--- src/rtl/multicycle_ctrl_pkg.sv ---
// Shared constants for the multicycle controller: opcodes, funct codes,
// state encodings and the ALUOp / PCSource / ALUSrcB select codes.
package multicycle_ctrl_pkg;

  localparam logic [5:0] OP_R_FORM = 6'h00;
  localparam logic [5:0] OP_J      = 6'h02;
  localparam logic [5:0] OP_BEQ    = 6'h04;
  localparam logic [5:0] OP_ADDI   = 6'h08;
  localparam logic [5:0] OP_LW     = 6'h23;
  localparam logic [5:0] OP_SW     = 6'h2B;

  localparam logic [5:0] FN_ADD = 6'h20;
  localparam logic [5:0] FN_SUB = 6'h22;
  localparam logic [5:0] FN_AND = 6'h24;
  localparam logic [5:0] FN_OR  = 6'h25;
  localparam logic [5:0] FN_SLT = 6'h2A;

  typedef enum logic [3:0] {
    S_FETCH  = 4'd0,
    S_DECODE = 4'd1,
    S_MEMADR = 4'd2,
    S_MEMRD  = 4'd3,
    S_MEMWB  = 4'd4,
    S_MEMWR  = 4'd5,
    S_EXEC   = 4'd6,
    S_ALUWB  = 4'd7,
    S_BRANCH = 4'd8,
    S_JUMP   = 4'd9,
    S_ADDIEX = 4'd10,
    S_ADDIWB = 4'd11
  } state_e;

  localparam logic [1:0] ALUOP_ADD   = 2'b00;
  localparam logic [1:0] ALUOP_SUB   = 2'b01;
  localparam logic [1:0] ALUOP_FUNCT = 2'b10;

  localparam logic [1:0] PCSRC_ALU    = 2'b00;
  localparam logic [1:0] PCSRC_ALUOUT = 2'b01;
  localparam logic [1:0] PCSRC_JUMP   = 2'b10;

  localparam logic [1:0] SRCB_RT      = 2'b00;
  localparam logic [1:0] SRCB_FOUR    = 2'b01;
  localparam logic [1:0] SRCB_IMM     = 2'b10;
  localparam logic [1:0] SRCB_IMM_SH2 = 2'b11;

endpackage

--- src/rtl/multicycle_perf_cnt.sv ---
// Free-running cycle counter and retired-instruction counter; both wrap.
module multicycle_perf_cnt #(
  parameter int CNT_W = 32
) (
  input  logic             clk,
  input  logic             rst,
  input  logic             instr_done,
  output logic [CNT_W-1:0] cycle_cnt,
  output logic [CNT_W-1:0] instr_cnt
);

  logic [CNT_W-1:0] cycle_cnt_q, cycle_cnt_d;
  logic [CNT_W-1:0] instr_cnt_q, instr_cnt_d;

  always_comb begin
    cycle_cnt_d = cycle_cnt_q + CNT_W'(1);
    instr_cnt_d = instr_cnt_q + CNT_W'(instr_done);
  end

  always_ff @(posedge clk) begin
    if (rst) begin
      cycle_cnt_q <= '0;
      instr_cnt_q <= '0;
    end else begin
      cycle_cnt_q <= cycle_cnt_d;
      instr_cnt_q <= instr_cnt_d;
    end
  end

  assign cycle_cnt = cycle_cnt_q;
  assign instr_cnt = instr_cnt_q;

endmodule

--- src/rtl/multicycle_ctrl.sv ---
// Multicycle MIPS-style control FSM. Define MULTICYCLE_CTRL_PERF_EN to build
// the cycle / retired-instruction counters; otherwise they read as 0.
module multicycle_ctrl
  import multicycle_ctrl_pkg::*;
#(
  parameter int CNT_W = 32
) (
  input  logic             CLK,
  input  logic             RST,
  input  logic [5:0]       Op,
  input  logic [5:0]       Funct,
  input  logic             Zero,
  input  logic             MemAck,
  output logic             MemReq,
  output logic             MemWe,
  output logic             IorD,
  output logic             IRWrite,
  output logic             PCWrite,
  output logic             PCWriteCond,
  output logic [1:0]       PCSource,
  output logic             ALUSrcA,
  output logic [1:0]       ALUSrcB,
  output logic [1:0]       ALUOp,
  output logic             RegDst,
  output logic             MemtoReg,
  output logic             RegWrite,
  output logic             IllegalOp,
  output logic [3:0]       State,
  output logic [CNT_W-1:0] CycleCnt,
  output logic [CNT_W-1:0] InstrCnt
);

  state_e state_q, state_d;

  // Funct is decoded by the ALU control and Zero is ANDed in the datapath.
  logic unused_inputs;
  assign unused_inputs = ^{Funct, Zero};

  always_ff @(posedge CLK) begin
    if (RST) state_q <= S_FETCH;
    else     state_q <= state_d;
  end

  always_comb begin
    state_d     = state_q;
    MemReq      = 1'b0;
    MemWe       = 1'b0;
    IorD        = 1'b0;
    IRWrite     = 1'b0;
    PCWrite     = 1'b0;
    PCWriteCond = 1'b0;
    PCSource    = PCSRC_ALU;
    ALUSrcA     = 1'b0;
    ALUSrcB     = SRCB_RT;
    ALUOp       = ALUOP_ADD;
    RegDst      = 1'b0;
    MemtoReg    = 1'b0;
    RegWrite    = 1'b0;
    IllegalOp   = 1'b0;
    case (state_q)
      S_FETCH: begin
        MemReq  = 1'b1;
        IRWrite = MemAck;
        PCWrite = MemAck;
        ALUSrcB = SRCB_FOUR;
        if (MemAck) state_d = S_DECODE;
      end
      S_DECODE: begin
        ALUSrcB = SRCB_IMM_SH2;
        case (Op)
          OP_LW, OP_SW: state_d = S_MEMADR;
          OP_R_FORM:    state_d = S_EXEC;
          OP_BEQ:       state_d = S_BRANCH;
          OP_J:         state_d = S_JUMP;
          OP_ADDI:      state_d = S_ADDIEX;
          default: begin
            IllegalOp = 1'b1;
            state_d   = S_FETCH;
          end
        endcase
      end
      S_MEMADR: begin
        ALUSrcA = 1'b1;
        ALUSrcB = SRCB_IMM;
        state_d = (Op == OP_LW) ? S_MEMRD : S_MEMWR;
      end
      S_MEMRD: begin
        MemReq = 1'b1;
        IorD   = 1'b1;
        if (MemAck) state_d = S_MEMWB;
      end
      S_MEMWB: begin
        RegWrite = 1'b1;
        MemtoReg = 1'b1;
        state_d  = S_FETCH;
      end
      S_MEMWR: begin
        MemReq = 1'b1;
        MemWe  = 1'b1;
        IorD   = 1'b1;
        if (MemAck) state_d = S_FETCH;
      end
      S_EXEC: begin
        ALUSrcA = 1'b1;
        ALUOp   = ALUOP_FUNCT;
        state_d = S_ALUWB;
      end
      S_ALUWB: begin
        RegWrite = 1'b1;
        RegDst   = 1'b1;
        state_d  = S_FETCH;
      end
      S_BRANCH: begin
        ALUSrcA     = 1'b1;
        ALUOp       = ALUOP_SUB;
        PCWriteCond = 1'b1;
        PCSource    = PCSRC_ALUOUT;
        state_d     = S_FETCH;
      end
      S_JUMP: begin
        PCWrite  = 1'b1;
        PCSource = PCSRC_JUMP;
        state_d  = S_FETCH;
      end
      S_ADDIEX: begin
        ALUSrcA = 1'b1;
        ALUSrcB = SRCB_IMM;
        state_d = S_ADDIWB;
      end
      S_ADDIWB: begin
        RegWrite = 1'b1;
        state_d  = S_FETCH;
      end
      default: state_d = S_FETCH;
    endcase
    // Reset abandons any pending request and suppresses every side effect.
    if (RST) begin
      MemReq      = 1'b0;
      MemWe       = 1'b0;
      IRWrite     = 1'b0;
      PCWrite     = 1'b0;
      PCWriteCond = 1'b0;
      RegWrite    = 1'b0;
      IllegalOp   = 1'b0;
    end
  end

  assign State = state_q;

`ifdef MULTICYCLE_CTRL_PERF_EN
  logic instr_done;
  assign instr_done = !RST && (state_q != S_FETCH) && (state_d == S_FETCH);

  multicycle_perf_cnt #(.CNT_W(CNT_W)) u_perf_cnt (
    .clk        (CLK),
    .rst        (RST),
    .instr_done (instr_done),
    .cycle_cnt  (CycleCnt),
    .instr_cnt  (InstrCnt)
  );
`else
  assign CycleCnt = '0;
  assign InstrCnt = '0;
`endif

endmodule
--- config.mk ---
export PLATFORM = sky130hd
export DESIGN_NAME = multicycle_ctrl
export DESIGN_NICKNAME = d
export VERILOG_FILES = /design/src/rtl/multicycle_ctrl_pkg.sv /design/src/rtl/multicycle_perf_cnt.sv /design/src/rtl/multicycle_ctrl.sv
export SDC_FILE = /design/constraint.sdc
export NUM_CORES = 1
export LEC_CHECK = 0
export ABC_CLOCK_PERIOD_IN_PS = 2500
export CAP_MARGIN = 20
export CORE_UTILIZATION = 33
export DETAILED_ROUTE_END_ITERATION = 6
export GPL_ROUTABILITY_DRIVEN = 0
export GPL_TIMING_DRIVEN = 0
export PLACE_DENSITY = 0.95
export SYNTH_ARGS = -nofsm -noshare
export SYNTH_HDL_FRONTEND = slang
export SYNTH_SLANG_ARGS = --single-unit
--- constraint.sdc ---
create_clock -name CLK -period 2.5 [get_ports CLK]
set_input_delay 0.375 -clock CLK [delete_from_list [all_inputs] [get_ports CLK]]
set_output_delay 0.375 -clock CLK [all_outputs]
set_load 0.05 [all_outputs]
==> results of run 1 <==
[metal layers]
metal  part of all wire  wire [um]
met5                  0          0
met4             0.0052         12
met3              0.097        224
met2               0.52       1202
met1               0.38        872
[synth_stat cells (all sizes together), types with 2 or more instances]
library cell	n	share of area
inv	2	0.0070
nor4	3	0.023
o21ai	4	0.019
dfxtp	4	0.075
nand3	3	0.014
buf	70	0.50
a2111oi	2	0.022
nand2b	3	0.017
o31ai	3	0.021
nor2	14	0.049
clkbuf	4	0.033
nand2	8	0.028
nor3	9	0.042
a211oi	2	0.014
a21oi	5	0.023
or3	2	0.012
[final cells by class]
cell class / count / area [um^2]
Timing Repair Buffer: 28 / 272.8
Inverter: 2 / 7.507
Buffer: 74 / 568.0
Tap cell: 44 / 55.05
Multi-Input combinational cell: 135 / 691.9
Fill cell: 288 / 1380
Sequential cell: 4 / 80.08
Clock buffer: 3 / 22.52
[timing repair]
action | in CTS | in global routing
gates resized for setup | 7 | 7
buffers inserted | 0 | 0
endpoints found under the setup margin | 7 | 4
[worst max-delay path, cell delays in order, from the launching register on]
cell	delay, ps
dfxtp_1	300
buf_2	160
buf_4	180
nor2_1	140
and4b_1	200
clkdlybuf4s50_1	800
[worst min-delay path by stage]
stage           from  slack [ps]                    end  cells after the start
2_1_floorplan  Op[2]         560  State[2]$_SDFFE_PP0P_                      3
3_3_place_gp   Op[1]         680  State[0]$_SDFFE_PP0P_                      3
3_5_place_dp   Op[1]         680  State[0]$_SDFFE_PP0P_                      3
4_1_cts        Op[1]         420  State[0]$_SDFFE_PP0P_                      3
5_1_grt        Op[1]         460  State[0]$_SDFFE_PP0P_                      3
6_report       Op[1]         430  State[0]$_SDFFE_PP0P_                      3
[where the power goes]
part           switching [W]  internal [W]  total [W]  leakage (nW)
Clock              0.0000298     0.0000539  0.0000838        0.0138
Sequential        0.00000117     0.0000655  0.0000666        0.0325
Combinational       0.000282      0.000106   0.000388         0.898
[metrics by stage]
| stage | total power [W] | hold WS (ps) | TNS (ps) |
|---|---|---|---|
| 6_report | 0.0005388 | 430.0 | 0 |
| 5_1_grt | 0.0005630 | 464.2 | 0 |
| 4_1_cts | 0.0005367 | 423.9 | 0 |
| 3_5_place_dp | 0.0004544 | 678.6 | -246.6 |
| 3_3_place_gp | 0.0004530 | 677.1 | -225.2 |
| 2_1_floorplan | 0.0004180 | 562.0 | -182.1 |
[kinds of logic (layout without fill, tap and decap cells)]
group / Yosys count / after routing / synth area share
simple gates: 49 / 49 / 0.2389
buf+inv: 76 / 107 / 0.5350
xor+xnor: 2 / 2 / 0.01632
compound gates: 20 / 20 / 0.1317
flops: 4 / 4 / 0.07460
other cells: 1 / 64 / 0.003493
==> flow_summary.json, run 1 <==
{
  "status": "finished clean",
  "core_area_um2": 3078,
  "cts_tree": "done",
  "path_max_fanout": 10,
  "ys_seq_area_frac": 0.07459,
  "fin_skew_ps": 7.039,
  "hold_buffers": 0,
  "drv_cap": 0,
  "grt_pass1_wl_um": 3615,
  "use_met3": 0.01310,
  "clk_pin_slew_ps": 40,
  "cts_sinks": 4,
  "wl_per_cell_um": 7.972,
  "clockRootBuffer": "clkbuf_4",
  "via_count": 1091,
  "netlist_area_um2": 1074,
  "num_io_pins": 101,
  "fmax_ghz": 0.4153,
  "dp_cells": 287,
  "num_rows": 20,
  "synth_ff_type": "dfxtp_1",
  "grt_antenna_before_repair": 0,
  "post-place-ws_ps": -128.4,
  "drc": 0,
  "rr_startpoint": "State[0]$_SDFFE_PP0P_",
  "synth_cells": 152,
  "rsz0062_at_grt": "false",
  "die-area_um2": 3485,
  "tightest_slew_ps": 513.6,
  "layout_setup_ws_ps": 91.91,
  "instances_no_fill": 290,
  "synth_cell_types": 35,
  "drt_pass1_iterations": 4,
  "first_global_vias": 892,
  "max-vdd-ir-drop_v": 0.0001716,
  "avgSynthCellArea_um2": 7.063,
  "relSlewSlack": 0.6565,
  "timing.final.crit_share": 0.9632,
  "crit_path_end": "IRWrite",
  "met1_usage": 0.1569,
  "r2r_end": "State[2]$_SDFFE_PP0P_",
  "placed_cell_area_um2": 1682,
  "cp-start-kind": "flop",
  "clockBufferDepth": 2,
  "grt.overflow.total": 0,
  "final_antenna_net_count": 0,
  "num_antenna_cells": 0,
  "insertion_delay_ps": 240,
  "met2_usage": 0.2370,
  "htreeDepth": 1,
  "r2r_cells": 5,
  "setup-violations-final": 0,
  "final_common_cell": "buf_4",
  "grt_max_degree": 11,
  "ys_ff_latch": 4,
  "fin_nets": 264,
  "io_buffers": 28,
  "layout_min_cycle_time_ps": 2408,
  "worstSetupPathType": "flop to primary output",
  "largest_reg_flops": 4,
  "hpwl_um": 1939,
  "required_ps": 2120,
  "initial_core_util": 0.3488,
  "hold_viol": 0,
  "maxSlewViolCount": 0,
  "grt.total_usage": 0.1315,
  "drt_first_iter_violations": 44,
  "postLayoutCellArea_um2": 1698,
  "worstPathArrival_ps": 2030,
  "final_cell_mix": "buf_4, conb_1, clkdlybuf4s50_1",
  "synth_edf_count": 0,
  "fin_util": 0.5516,
  "routed_wl_um": 2312,
  "die_h_um": 59.04,
  "p_leak_nw": 0.9446,
  "die_width_um": 59.04,
  "synth_warnings": 0,
  "async_flop_share": 0,
  "powerDensity_nw_per_um2": 317.4,
  "top_usage_layer": "met2",
  "cts_made_buffers": 3,
  "crit_start": "State[1]$_SDFFE_PP0P_",
  "end_kind": "primary output",
  "area_growth_pct": 58.16,
  "drive_gt1_frac": 0.3577,
  "ff2ff_setup_slack_ps": 1110,
  "hold_class": "input port to flop",
  "avgViaCountPerCell": 3.762
}
Power figures use the tool's default switching activity.
==> run 2, diff against run 1 <==
CORE_UTILIZATION = 55   (was 33)
DONT_BUFFER_PORTS = 1   (was not set)
PLACE_DENSITY = 0.78   (was 0.95)
==> run 2 against run 1 <==
  * Cell area shrank 12%
  * Non-clock buffer count shrank 23
  * Sequential cell count is the same
  * Worst setup slack lost 23 ps
  * Fmax shrank 0.93%
  * Worst hold slack lost 88 ps
  * Largest power group unchanged
  * Highest routed layer unchanged
==> flow_summary.json, run 2 (same netlist as run 1, synthesis figures left out) <==
{
  "status": "finished clean",
  "largest_reg_flops": 4,
  "grt.overflow.total": 0,
  "placed_cell_area_um2": 1423,
  "core_area_um2": 1783,
  "num_antenna_cells": 0,
  "hold_ws_ps": 342.4,
  "cts_made_buffers": 3,
  "io_buffers": 0,
  "cts_sinks": 4,
  "clockBufferDepth": 2,
  "fin_skew_ps": 5.665,
  "clk_pin_slew_ps": 40,
  "path_max_fanout": 8,
  "via_count": 1074,
  "tns_ps": 0,
  "fmax_ghz": 0.4114,
  "grt.total_usage": 0.2261,
  "end_kind": "primary output",
  "setup-violations-final": 0,
  "cp-start-kind": "flop",
  "final_common_cell": "buf_4",
  "wl_per_cell_um": 10.63,
  "die-area_um2": 2133,
  "worstSetupPathType": "flop to primary output",
  "num_io_pins": 101,
  "die_h_um": 46.18,
  "cts_tree": "done",
  "timing.final.crit_share": 0.9723,
  "grt_max_degree": 11,
  "fin_nets": 241,
  "drv_cap": 0,
  "postLayoutCellArea_um2": 1496,
  "first_global_vias": 835,
  "powerDensity_nw_per_um2": 349.4,
  "clockRootBuffer": "clkbuf_4",
  "drive_gt1_frac": 0.4484,
  "final_antenna_net_count": 0,
  "layout_min_cycle_time_ps": 2431,
  "hold_viol": 0,
  "maxSlewViolCount": 0,
  "tightest_slew_ps": 903.4,
  "drc": 0,
  "drt_pass1_iterations": 4,
  "die_width_um": 46.18,
  "initial_core_util": 0.6021,
  "max-vdd-ir-drop_v": 0.0004010,
  "num_rows": 15,
  "grt_pass1_wl_um": 3443,
  "final_cell_mix": "buf_4, conb_1, nor2_1",
  "avgViaCountPerCell": 4.331,
  "htreeDepth": 1,
  "relSlewSlack": 0.3966,
  "p_leak_nw": 0.8097,
  "routed_wl_um": 2637,
  "required_ps": 2120,
  "hpwl_um": 2010,
  "cts_setup_buffers": 0,
  "drt_first_iter_violations": 31,
  "rsz0062_at_grt": "false",
  "insertion_delay_ps": 240,
  "grt_antenna_before_repair": 0,
  "area_growth_pct": 39.39,
  "worstPathArrival_ps": 2060,
  "hold_class": "input port to flop"
}
## run 2: cell count changes in the layout (fill, tap and decap cells not counted), sizes merged
cell / delta
dlygate4sd2: -6
buf: +5
clkbuf: -1
dlymetal6s2s: -2
clkdlybuf4s50: -19
## run 2: layout make-up
| cell class | instances | area (um^2) |
|---|---|---|
| Buffer | 73 | 566.8 |
| Clock buffer | 3 | 22.52 |
| Fill cell | 118 | 286.5 |
| Inverter | 2 | 7.507 |
| Multi-Input combinational cell | 135 | 735.7 |
| Sequential cell | 4 | 87.58 |
| Tap cell | 25 | 31.28 |
| Timing Repair Buffer | 6 | 45.04 |
## run 2: layer usage
metal,GRT usage,wire [um],vias up
li1,-,-,526
met1,0.2130,873,462
met2,0.4507,1400,80
met3,0.07059,323,6
met4,0.07059,39,0
met5,0,0,-
## run 2: power by group
part / total (W) / internal [W] / leakage, nW / switching, W
clock network: 0.0000829 / 0.0000539 / 0.0138 / 0.0000290
logic: 0.000369 / 0.0000932 / 0.761 / 0.000276
registers: 0.0000706 / 0.0000647 / 0.0346 / 0.00000598
total: 0.000523 / 0.000212 / 0.810 / 0.000311
## run 2: final timing paths
| check | from | endpoint | slack (ps) | depth (start not counted) |
|---|---|---|---|---|
| setup / recovery | State[2]$_SDFFE_PP0P_ | RegWrite | 70 | 5 |
| hold / removal | Op[3] | State[2]$_SDFFE_PP0P_ | 340 | 3 |
| setup reg to reg | State[1]$_SDFFE_PP0P_ | State[0]$_SDFFE_PP0P_ | 870 | 5 |
| hold reg to reg | State[2]$_SDFFE_PP0P_ | State[2]$_SDFFE_PP0P_ | 900 | 4 |
## run 2: stage by stage
| step | power [W] | setup WS (ps) | std cells | utilization |
|---|---|---|---|---|
| detailed placement | 0.0004288 | -313.0 | 246 | 0.7979 |
| finish | 0.0005229 | 69.27 | 248 | 0.8393 |
| global placement | 0.0004240 | -229.5 | 240 | 0.7726 |
| CTS | 0.0005179 | -87.94 | 249 | 0.8372 |
| floorplan | 0.0004180 | -130.1 | 215 | - |
| global route | 0.0005446 | 22.54 | 248 | 0.8393 |
## run 2: repair_timing
action | CTS | global route
hold buffers | 0 | 0
endpoints found under the setup margin | 6 | 2
pin swaps | 2 | 2
gates resized for setup | 12 | 4
## run 2: critical path, stage by stage (launching register included)
cell and delay (ps):
dfxtp_4 430, clkbuf_4 230, nand2b_1 180, nor3_4 510, nor2_2 130, nor2_4 340
